[config.mk]
export PLATFORM = sky130hd
export DESIGN_NAME = devolucion_cambio_flat
export DESIGN_NICKNAME = d
export VERILOG_FILES = /design/src/rtl/devolucion_cambio_if.sv /design/src/rtl/devolucion_cambio.sv /design/src/flat_wrapper.sv
export SDC_FILE = /design/constraint.sdc
export NUM_CORES = 1
export LEC_CHECK = 0
export CAP_MARGIN = 20
export CORE_MARGIN = 2
export CORE_UTILIZATION = 50
export DETAILED_ROUTE_END_ITERATION = 16
export DONT_BUFFER_PORTS = 1
export GPL_ROUTABILITY_DRIVEN = 0
export PLACE_DENSITY = 0.67
export SETUP_SLACK_MARGIN = 0.5
export SLEW_MARGIN = 20
export SYNTH_ARGS = -nofsm -noshare
export SYNTH_HDL_FRONTEND = slang
export SYNTH_SLANG_ARGS = --single-unit
[constraint.sdc]
create_clock -name i_clk -period 6.2 [get_ports i_clk]
set_input_delay 0.31 -clock i_clk [delete_from_list [all_inputs] [get_ports i_clk]]
set_output_delay 0.31 -clock i_clk [all_outputs]
set_load 0.005 [all_outputs]
[src/rtl/devolucion_cambio_if.sv]
// rtl/devolucion_cambio_if.sv - refund request and coin hopper handshake bundle
interface devolucion_cambio_if #(
    parameter int AMT_W = 4
);
    logic             start;
    logic [AMT_W-1:0] amount;
    logic             refill;
    logic             coin_ack;
    logic             coin_req;
    logic [1:0]       coin_sel;
    logic             busy;
    logic             done;
    logic             error;
    logic [AMT_W-1:0] short;
    logic [2:0]       empty;

    modport master (
        output start, amount, refill, coin_ack,
        input  coin_req, coin_sel, busy, done, error, short, empty
    );

    modport slave (
        input  start, amount, refill, coin_ack,
        output coin_req, coin_sel, busy, done, error, short, empty
    );
endinterface

[src/rtl/devolucion_cambio.sv]
// rtl/devolucion_cambio.sv - greedy 5/2/1 change dispenser with per-denomination stock
// Optional hopper-ack timeout enabled by defining CAMBIO_TIMEOUT_EN.
module devolucion_cambio #(
    parameter int AMT_W      = 4,
    parameter int STOCK_W    = 4,
    parameter int STOCK_INIT = 8,
    parameter int TIMEOUT    = 15
) (
    input  logic                i_clk,
    input  logic                i_reset,
    devolucion_cambio_if.slave  io_bus
);
    typedef enum logic [2:0] {
        S_IDLE   = 3'd0,
        S_SELECT = 3'd1,
        S_REQ    = 3'd2,
        S_DONE   = 3'd3,
        S_ERR    = 3'd4
    } state_t;

    localparam logic [STOCK_W-1:0] LP_INIT = STOCK_W'(STOCK_INIT);

    state_t             r_state, w_state_nxt;
    logic [AMT_W-1:0]   r_remaining, w_remaining_nxt;
    logic [1:0]         r_coin_sel, w_coin_sel_nxt;
    logic [STOCK_W-1:0] r_stock [3];
    logic [STOCK_W-1:0] w_stock_nxt [3];
    logic               r_error, w_error_nxt;
    logic [AMT_W-1:0]   r_short, w_short_nxt;
    logic               r_coin_req;
    logic               r_busy;
    logic               r_done;
    logic [2:0]         r_empty;
    logic [AMT_W-1:0]   w_coin_val;
    logic [1:0]         w_coin_idx;
    logic               w_tmo_hit;

`ifdef CAMBIO_TIMEOUT_EN
    localparam int TW = $clog2(TIMEOUT + 1);
    logic [TW-1:0] r_tmo_cnt;

    // Counter is held at zero outside REQ, so every new coin request starts fresh.
    always_ff @(posedge i_clk) begin
        if (i_reset || r_state != S_REQ) begin
            r_tmo_cnt <= '0;
        end else begin
            r_tmo_cnt <= r_tmo_cnt + TW'(1);
        end
    end

    assign w_tmo_hit = (r_state == S_REQ) && (r_tmo_cnt == TW'(TIMEOUT - 1));
`else
    logic w_unused_timeout;
    assign w_unused_timeout = (TIMEOUT > 0);
    assign w_tmo_hit        = 1'b0;
`endif

    // Stock index 0/1/2 holds the 1/2/5-unit coins, matching coin_sel 01/10/11.
    always_comb begin
        w_coin_val = AMT_W'(1);
        w_coin_idx = 2'd0;
        case (r_coin_sel)
            2'b11: begin w_coin_val = AMT_W'(5); w_coin_idx = 2'd2; end
            2'b10: begin w_coin_val = AMT_W'(2); w_coin_idx = 2'd1; end
            default: begin w_coin_val = AMT_W'(1); w_coin_idx = 2'd0; end
        endcase
    end

    always_comb begin
        w_state_nxt     = r_state;
        w_remaining_nxt = r_remaining;
        w_coin_sel_nxt  = r_coin_sel;
        w_stock_nxt     = r_stock;
        w_error_nxt     = r_error;
        w_short_nxt     = r_short;

        case (r_state)
            S_IDLE: begin
                if (io_bus.refill) begin
                    for (int i = 0; i < 3; i++) w_stock_nxt[i] = LP_INIT;
                end
                if (io_bus.start) begin
                    w_remaining_nxt = io_bus.amount;
                    w_error_nxt     = 1'b0;
                    w_short_nxt     = '0;
                    w_state_nxt     = S_SELECT;
                end
            end
            S_SELECT: begin
                if (r_remaining == '0) begin
                    w_coin_sel_nxt = 2'b00;
                    w_state_nxt    = S_DONE;
                end else if (r_remaining >= AMT_W'(5) && r_stock[2] != '0) begin
                    w_coin_sel_nxt = 2'b11;
                    w_state_nxt    = S_REQ;
                end else if (r_remaining >= AMT_W'(2) && r_stock[1] != '0) begin
                    w_coin_sel_nxt = 2'b10;
                    w_state_nxt    = S_REQ;
                end else if (r_stock[0] != '0) begin
                    w_coin_sel_nxt = 2'b01;
                    w_state_nxt    = S_REQ;
                end else begin
                    w_coin_sel_nxt = 2'b00;
                    w_error_nxt    = 1'b1;
                    w_short_nxt    = r_remaining;
                    w_state_nxt    = S_ERR;
                end
            end
            S_REQ: begin
                if (io_bus.coin_ack) begin
                    w_remaining_nxt = r_remaining - w_coin_val;
                    if (r_stock[w_coin_idx] != '0) begin
                        w_stock_nxt[w_coin_idx] = r_stock[w_coin_idx] - STOCK_W'(1);
                    end
                    w_state_nxt = S_SELECT;
                end else if (w_tmo_hit) begin
                    w_coin_sel_nxt = 2'b00;
                    w_error_nxt    = 1'b1;
                    w_short_nxt    = r_remaining;
                    w_state_nxt    = S_ERR;
                end
            end
            S_DONE:  w_state_nxt = S_IDLE;
            S_ERR:   w_state_nxt = S_IDLE;
            default: w_state_nxt = S_IDLE;
        endcase
    end

    // Outputs are registered from the next-state values so they change with the state.
    always_ff @(posedge i_clk) begin
        if (i_reset) begin
            r_state     <= S_IDLE;
            r_remaining <= '0;
            r_coin_sel  <= 2'b00;
            r_error     <= 1'b0;
            r_short     <= '0;
            r_coin_req  <= 1'b0;
            r_busy      <= 1'b0;
            r_done      <= 1'b0;
            r_empty     <= 3'b000;
            for (int i = 0; i < 3; i++) r_stock[i] <= LP_INIT;
        end else begin
            r_state     <= w_state_nxt;
            r_remaining <= w_remaining_nxt;
            r_coin_sel  <= w_coin_sel_nxt;
            r_error     <= w_error_nxt;
            r_short     <= w_short_nxt;
            r_coin_req  <= (w_state_nxt == S_REQ);
            r_busy      <= (w_state_nxt != S_IDLE);
            r_done      <= (w_state_nxt == S_DONE) || (w_state_nxt == S_ERR);
            for (int i = 0; i < 3; i++) begin
                r_stock[i] <= w_stock_nxt[i];
                r_empty[i] <= (w_stock_nxt[i] == '0);
            end
        end
    end

    assign io_bus.coin_req = r_coin_req;
    assign io_bus.coin_sel = r_coin_sel;
    assign io_bus.busy     = r_busy;
    assign io_bus.done     = r_done;
    assign io_bus.error    = r_error;
    assign io_bus.short    = r_short;
    assign io_bus.empty    = r_empty;
endmodule

[src/flat_wrapper.sv]
// flat-port wrapper written by rule: the top's interface ports become plain ports
module devolucion_cambio_flat 
#(
    parameter int AMT_W      = 4,
    parameter int STOCK_W    = 4,
    parameter int STOCK_INIT = 8,
    parameter int TIMEOUT    = 15
)
  (i_clk, i_reset, io_bus_start, io_bus_amount, io_bus_refill, io_bus_coin_ack, io_bus_coin_req, io_bus_coin_sel, io_bus_busy, io_bus_done, io_bus_error, io_bus_short, io_bus_empty);
  devolucion_cambio_if #(.AMT_W(AMT_W)) io_bus_i ();
  input  logic i_clk;
  input  logic i_reset;
  input wire logic [$bits(io_bus_i.start)-1:0] io_bus_start;
  input wire logic [$bits(io_bus_i.amount)-1:0] io_bus_amount;
  input wire logic [$bits(io_bus_i.refill)-1:0] io_bus_refill;
  input wire logic [$bits(io_bus_i.coin_ack)-1:0] io_bus_coin_ack;
  output wire logic [$bits(io_bus_i.coin_req)-1:0] io_bus_coin_req;
  output wire logic [$bits(io_bus_i.coin_sel)-1:0] io_bus_coin_sel;
  output wire logic [$bits(io_bus_i.busy)-1:0] io_bus_busy;
  output wire logic [$bits(io_bus_i.done)-1:0] io_bus_done;
  output wire logic [$bits(io_bus_i.error)-1:0] io_bus_error;
  output wire logic [$bits(io_bus_i.short)-1:0] io_bus_short;
  output wire logic [$bits(io_bus_i.empty)-1:0] io_bus_empty;
  assign io_bus_i.start = io_bus_start;
  assign io_bus_i.amount = io_bus_amount;
  assign io_bus_i.refill = io_bus_refill;
  assign io_bus_i.coin_ack = io_bus_coin_ack;
  assign io_bus_coin_req = io_bus_i.coin_req;
  assign io_bus_coin_sel = io_bus_i.coin_sel;
  assign io_bus_busy = io_bus_i.busy;
  assign io_bus_done = io_bus_i.done;
  assign io_bus_error = io_bus_i.error;
  assign io_bus_short = io_bus_i.short;
  assign io_bus_empty = io_bus_i.empty;
  devolucion_cambio #(.AMT_W(AMT_W), .STOCK_W(STOCK_W), .STOCK_INIT(STOCK_INIT), .TIMEOUT(TIMEOUT)) u_core (.i_clk(i_clk), .i_reset(i_reset), .io_bus(io_bus_i));
endmodule
# Word level (Yosys, flattened, before mapping)

Index checks and enable logic that the tools add are counted.

Input port bits: 9
Word-level logic and storage cells: 88
Bits in registers: 32

Bitwise logic cells: 1
Muxes and demuxes: 38
Order comparisons: 4
Reductions and logical operators: 18
Eq/ne operators: 13
Add/sub/neg operators: 2

Operator list:

| kind                | count |
|---|---|
| $mux 4              | 10 |
| $mux 12             | 3 |
| $pmux 12 s2         | 1 |
| $mux 3              | 6 |
| $logic_not 4->1     | 4 |
| $pmux 4 s2          | 2 |
| $reduce_bool 4->1   | 4 |
| $bwmux 12           | 1 |
| $ne 2x2->1 const B  | 6 |
| $eq 3x2->1 const B  | 3 |
| $pmux 3 s3          | 1 |
| $bmux 4 s2          | 1 |
| $demux 4 s2         | 1 |
| $mux 1              | 6 |
| $mux 2              | 3 |
| $pmux 3 s2          | 1 |
| $reduce_and 6->1    | 1 |
| $eq 2x2->1 const B  | 2 |
| $ge 4x2->1 const B  | 1 |
| $ge 4x3->1 const B  | 1 |
| $pmux 2 s2          | 1 |
| $reduce_bool 2->1   | 2 |
| $sub 4x1->4 const B | 1 |
| $sub 4x3->4         | 1 |
| other kinds (11)    | 13 |

# Longest topological paths before layout

Depth after elaboration: 12
Depth in mapped cells: 9

# Least setup slack after synthesis

OpenSTA, ideal clock, no wires.

Path type: register to register
From: register u_core.r_coin_sel[0] (netlist: u_core.io_bus.coin_sel[0])
To: register u_core.r_stock[7] (netlist bit)
Required time: 6.077 ns
Clock period less this slack: 2.163 ns
Path slack: 4.037 ns
Arrival: 2.040 ns
Path buffers: 1
Stages on the path, launching flop included: 8
Cell sequence: dfxtp_1 > buf_4 > mux2_2 > mux2i_1 > nand4_2 > nand4_2 > mux2_2 > or2_2

Cells in the longest elaborated chain, start to end: 11
Elaborated cells on any way between the ends: 18

Ends and longest elaborated chain:

| element                                                                  | line                                               | RTL |
|---|---|---|
| start: declaration                                                       | devolucion_cambio.sv:25                            | `logic [1:0] r_coin_sel, w_coin_sel_nxt;` |
| start signal: assignment                                                 | devolucion_cambio.sv:145                           | `r_coin_sel <= w_coin_sel_nxt;` |
| $eq 2x2->1                                                               | devolucion_cambio.sv:62                            | `case (r_coin_sel)` |
| $pmux 2 s2 (*)                                                           | devolucion_cambio.sv:62                            |  |
| $not 2->3 (implied by the code) (*)                                      | devolucion_cambio.sv:112, devolucion_cambio.sv:113 |  |
| $bmux 4 s2 (tied with other cells)                                       | devolucion_cambio.sv:112, devolucion_cambio.sv:113 |  |
| $mux 4 (implied by the code) / $logic_and 1x1->1 (equally long branches) | devolucion_cambio.sv:112, devolucion_cambio.sv:113 |  |
| $mux 4 (on tied branches)                                                | devolucion_cambio.sv:112, devolucion_cambio.sv:113 |  |
| $sub 4x1->4 / $demux 4 s2 (equally long branches)                        | devolucion_cambio.sv:113                           | `w_stock_nxt[w_coin_idx] = r_stock[w_coin_idx] - STOCK_W'(1);` |
| $bwmux 12                                                                | devolucion_cambio.sv:113                           |  |
| $mux 12 (*)                                                              | devolucion_cambio.sv:112                           | `if (r_stock[w_coin_idx] != '0) begin` |
| $mux 12 (*)                                                              | devolucion_cambio.sv:110                           | `if (io_bus.coin_ack) begin` |
| $pmux 12 s2 (*)                                                          | devolucion_cambio.sv:77                            | `case (r_state)` |
| end signal: indexed assignment                                           | devolucion_cambio.sv:152                           | `r_stock[i] <= w_stock_nxt[i];` |
| end: declaration                                                         | devolucion_cambio.sv:26                            | `logic [STOCK_W-1:0] r_stock [3];` |

Every way passes the cells marked *; elsewhere a longest branch is shown, timed or not. The select of a mux whose other input is x is not followed.
A chain may end at the register's enable or synchronous reset.

# Final worst setup path

Ends and elaborated chain as after synthesis.

==> results.py <==
metrics = {
    "route": {
        "drt_wl_total_mm": 3.64,
        "drc": 0,
        "vias_per_cell": 5.91,
        "first_iter_violations": 108,
        "routedWlPerCell_um": 15.6,
        "ant_nets": 0,
        "dr.pass1.iters": 4,
        "vias": 1376,
    },
    "worst_setup_path": {
        "r2r_slack_ns": 3.78,
        "cp-end-kind": "flop",
        "crit_path_max_fanout": 8,
        "cp_slowest_stage_delay_ns": 0.52,
        "path_class": "flop to flop",
        "crit_required_ns": 6.43,
        "worstPathArrival_ns": 2.64,
        "cp-start-kind": "flop",
        "cp_slowest_cell": "dfxtp_1",
        "crit_chain": "mux2_2 -> mux2i_1 -> nand4_2 -> nand4_2 -> mux2_2 -> or2_2",
    },
    "synth": {
        "syn_area_um2": 1690,
        "ys_ff_latch": 32,
        "synth_ff_type": "dfxtp_1",
        "syn_nets": 201,
        "ys_seq_area_share_pct": 37.9,
        "postSynthAreaPerCell_um2": 9.03,
        "yosysUniqueCellTypes": 49,
        "netlist_instances": 187,
        "synth_edf_count": 0,
        "postSynth.asyncResetShare_pct": 0,
        "synth_warnings": 0,
    },
    "finish": {
        "finalNonFillerCells": 233,
        "final_core_util_pct": 53.9,
        "drive_gt1_share_pct": 17.6,
        "postLayoutCellArea_um2": 1770,
        "n_antenna_cell": 0,
        "final_common_cell": "dfxtp_1",
        "layout_common_cells": "32 x dfxtp_1, 22 x nor2_1, 14 x a21oi_1",
        "area_growth_pct": 4.81,
        "final_nets": 200,
    },
    "timing": {
        "finalCritPeriodShare_pct": 39.0,
        "grt_setup_unrepaired": "false",
        "period_needed_ns": 2.42,
        "hold_ws_ns": 0.0400,
        "timing.fmax_mhz": 414,
        "slew_headroom_pct": 59.7,
        "finalMaxSlewViolations": 0,
        "setup_viol": 0,
        "fin_setup_tns_ns": 0,
        "tightest_slew_ns": 0.604,
        "hold_viol": 0,
        "finalWorstSetupSlack_ns": 3.78,
        "fin_worst_skew_ns": 0.00845,
    },
    "clock_tree": {
        "cts_tree": "done",
        "cts_sinks": 32,
        "post-cts-setup-buffers": 0,
        "cts_made_buffers": 5,
        "clock_latency_ns": 0.33,
        "ctsResizeCount": 0,
        "cts_buffer_depth": 2,
        "cts_max_level": 2,
        "cts_hold_buf": 0,
        "cts.clk_slew.worst_paths_ns": 0.10,
        "cts-root-buf": "clkbuf_4",
    },
    "global_route": {
        "grt_pass1_wl_mm": 6.25,
        "grt_max_degree": 26,
        "grt_usage_pct": 20.2,
        "grt_pass1_vias": 1370,
        "overflow": 0,
        "antenna_found_initial": 0,
    },
    "worst_hold_path": {
        "min_path_type": "primary input to flop",
    },
    "die": {
        "dieArea_um2": 3860,
        "die_w_um": 62.1,
        "initial_core_util_pct": 51.4,
        "rows": 21,
        "io_pins": 22,
        "core_um2": 3280,
        "die_h_um": 62.1,
    },
    "placed_design": {
        "port-buffer-count": 0,
        "pre_cts_slack_ns": 3.78,
        "dpl_cell_area_um2": 1710,
        "placedCellCount": 225,
        "dp_hpwl_mm": 2.79,
    },
    "pwr": {
        "p_leak_nw": 0.649,
        "power_per_cell_area_nw_per_um2": 249,
        "fin_total_pwr_mw": 0.442,
        "ir_drop_uv": 125,
    },
    "status": {
        "status": "completed",
    },
    "run": {
        "maxCapViolations": 0,
    },
}
[cells in the mapped netlist, types with 2 or more instances]
| master | count | area [um^2] |
|---|---|---|
| ha_1 | 4 | 50.1 |
| a31oi_1 | 2 | 12.5 |
| o211ai_1 | 3 | 22.5 |
| inv_1 | 7 | 26.3 |
| nor4_1 | 3 | 18.8 |
| buf_4 | 2 | 15.0 |
| and2_1 | 2 | 12.5 |
| o21ai_0 | 7 | 35.0 |
| nand3_1 | 8 | 40.0 |
| nand2b_1 | 3 | 18.8 |
| a211oi_1 | 2 | 15.0 |
| a21oi_1 | 14 | 70.1 |
| dfxtp_1 | 32 | 641 |
| clkbuf_1 | 5 | 18.8 |
| o21a_1 | 5 | 37.5 |
| mux2_2 | 8 | 90.1 |
| nor3_1 | 3 | 15.0 |
| nand4_2 | 2 | 25.0 |
| nor2_1 | 22 | 82.6 |
| mux2i_4 | 3 | 67.6 |
| or2_2 | 6 | 37.5 |
| a21o_1 | 2 | 15.0 |
| a22o_1 | 5 | 43.8 |
| nand2_1 | 12 | 45.0 |
[logic make-up (layout without fill, tap and decap cells)]
logic type                 count (synthesis)  in the layout  share of synthesized area (%)
buffers and inverters                     15             15                           3.78
AOI/OAI and AO/OA                         50             50                           20.2
and+or+nand+nor                           70             70                           21.6
xor gates and xnor gates                   2              2                           1.48
muxes                                     13             13                           10.8
adders and majority gates                  5              5                           4.15
DFF                                       32             32                           37.9
[state kept, by name, summed over array words and instances, names as in the netlist]
register	cells
u_core.io_bus.short	4
u_core.r_state	3
u_core.io_bus.empty	3
u_core.io_bus.error	1
u_core.io_bus.busy	1
u_core.r_stock	12
u_core.io_bus.coin_req	1
u_core.io_bus.coin_sel	2
u_core.r_remaining	4
u_core.io_bus.done	1
[path summary, 6_finish.rpt]
| kind | to | cells past startpoint | start |
|---|---|---|---|
| setup / recovery | u_core.r_stock[7]$_SDFF_PP1_ | 6 | u_core.io_bus.coin_sel[0]$_SDFFE_PP0P_ |
| hold / removal | u_core.r_remaining[3]$_SDFFE_PP0P_ | 1 | i_reset |
| setup reg to reg | u_core.r_stock[7]$_SDFF_PP1_ | 6 | u_core.io_bus.coin_sel[0]$_SDFFE_PP0P_ |
| hold reg to reg | u_core.r_stock[2]$_SDFF_PP0_ | 2 | u_core.r_stock[2]$_SDFF_PP0_ |
[cell type report]
| class | count | area (um^2) |
|---|---|---|
| clock buffers | 6 | 51.3 |
| clock inverters | 2 | 10.0 |
| fillers | 322 | 1510 |
| inverters | 7 | 26.3 |
| multi-input cells | 140 | 985 |
| flip-flops and latches | 32 | 641 |
| well taps | 46 | 57.6 |
[power breakdown]
| part | switching (mW) | internal, mW | total (mW) |
|---|---|---|---|
| sequential | 0.0180 | 0.216 | 0.234 |
| clock | 0.0691 | 0.0539 | 0.123 |
| combinational | 0.0477 | 0.0373 | 0.0850 |
[critical path: cells and delay by family, from the launching register on]
| family | cells | cell delay (ns) |
|---|---|---|
| mux | 3 | 1.07 |
| flops | 1 | 0.52 |
| simple gates | 3 | 0.71 |
[routing by layer]
layer | track usage, % | part of all wire (%) | vias up
met1 | 22.9 | 41 | 651
met2 | 35.1 | 52 | 42
met3 | 4.71 | 4.8 | 9
met4 | 11.1 | 2.4 | 0
met5 | 0 | 0 | -
li1 | - | - | 674
(Power assumes the default switching activity.)
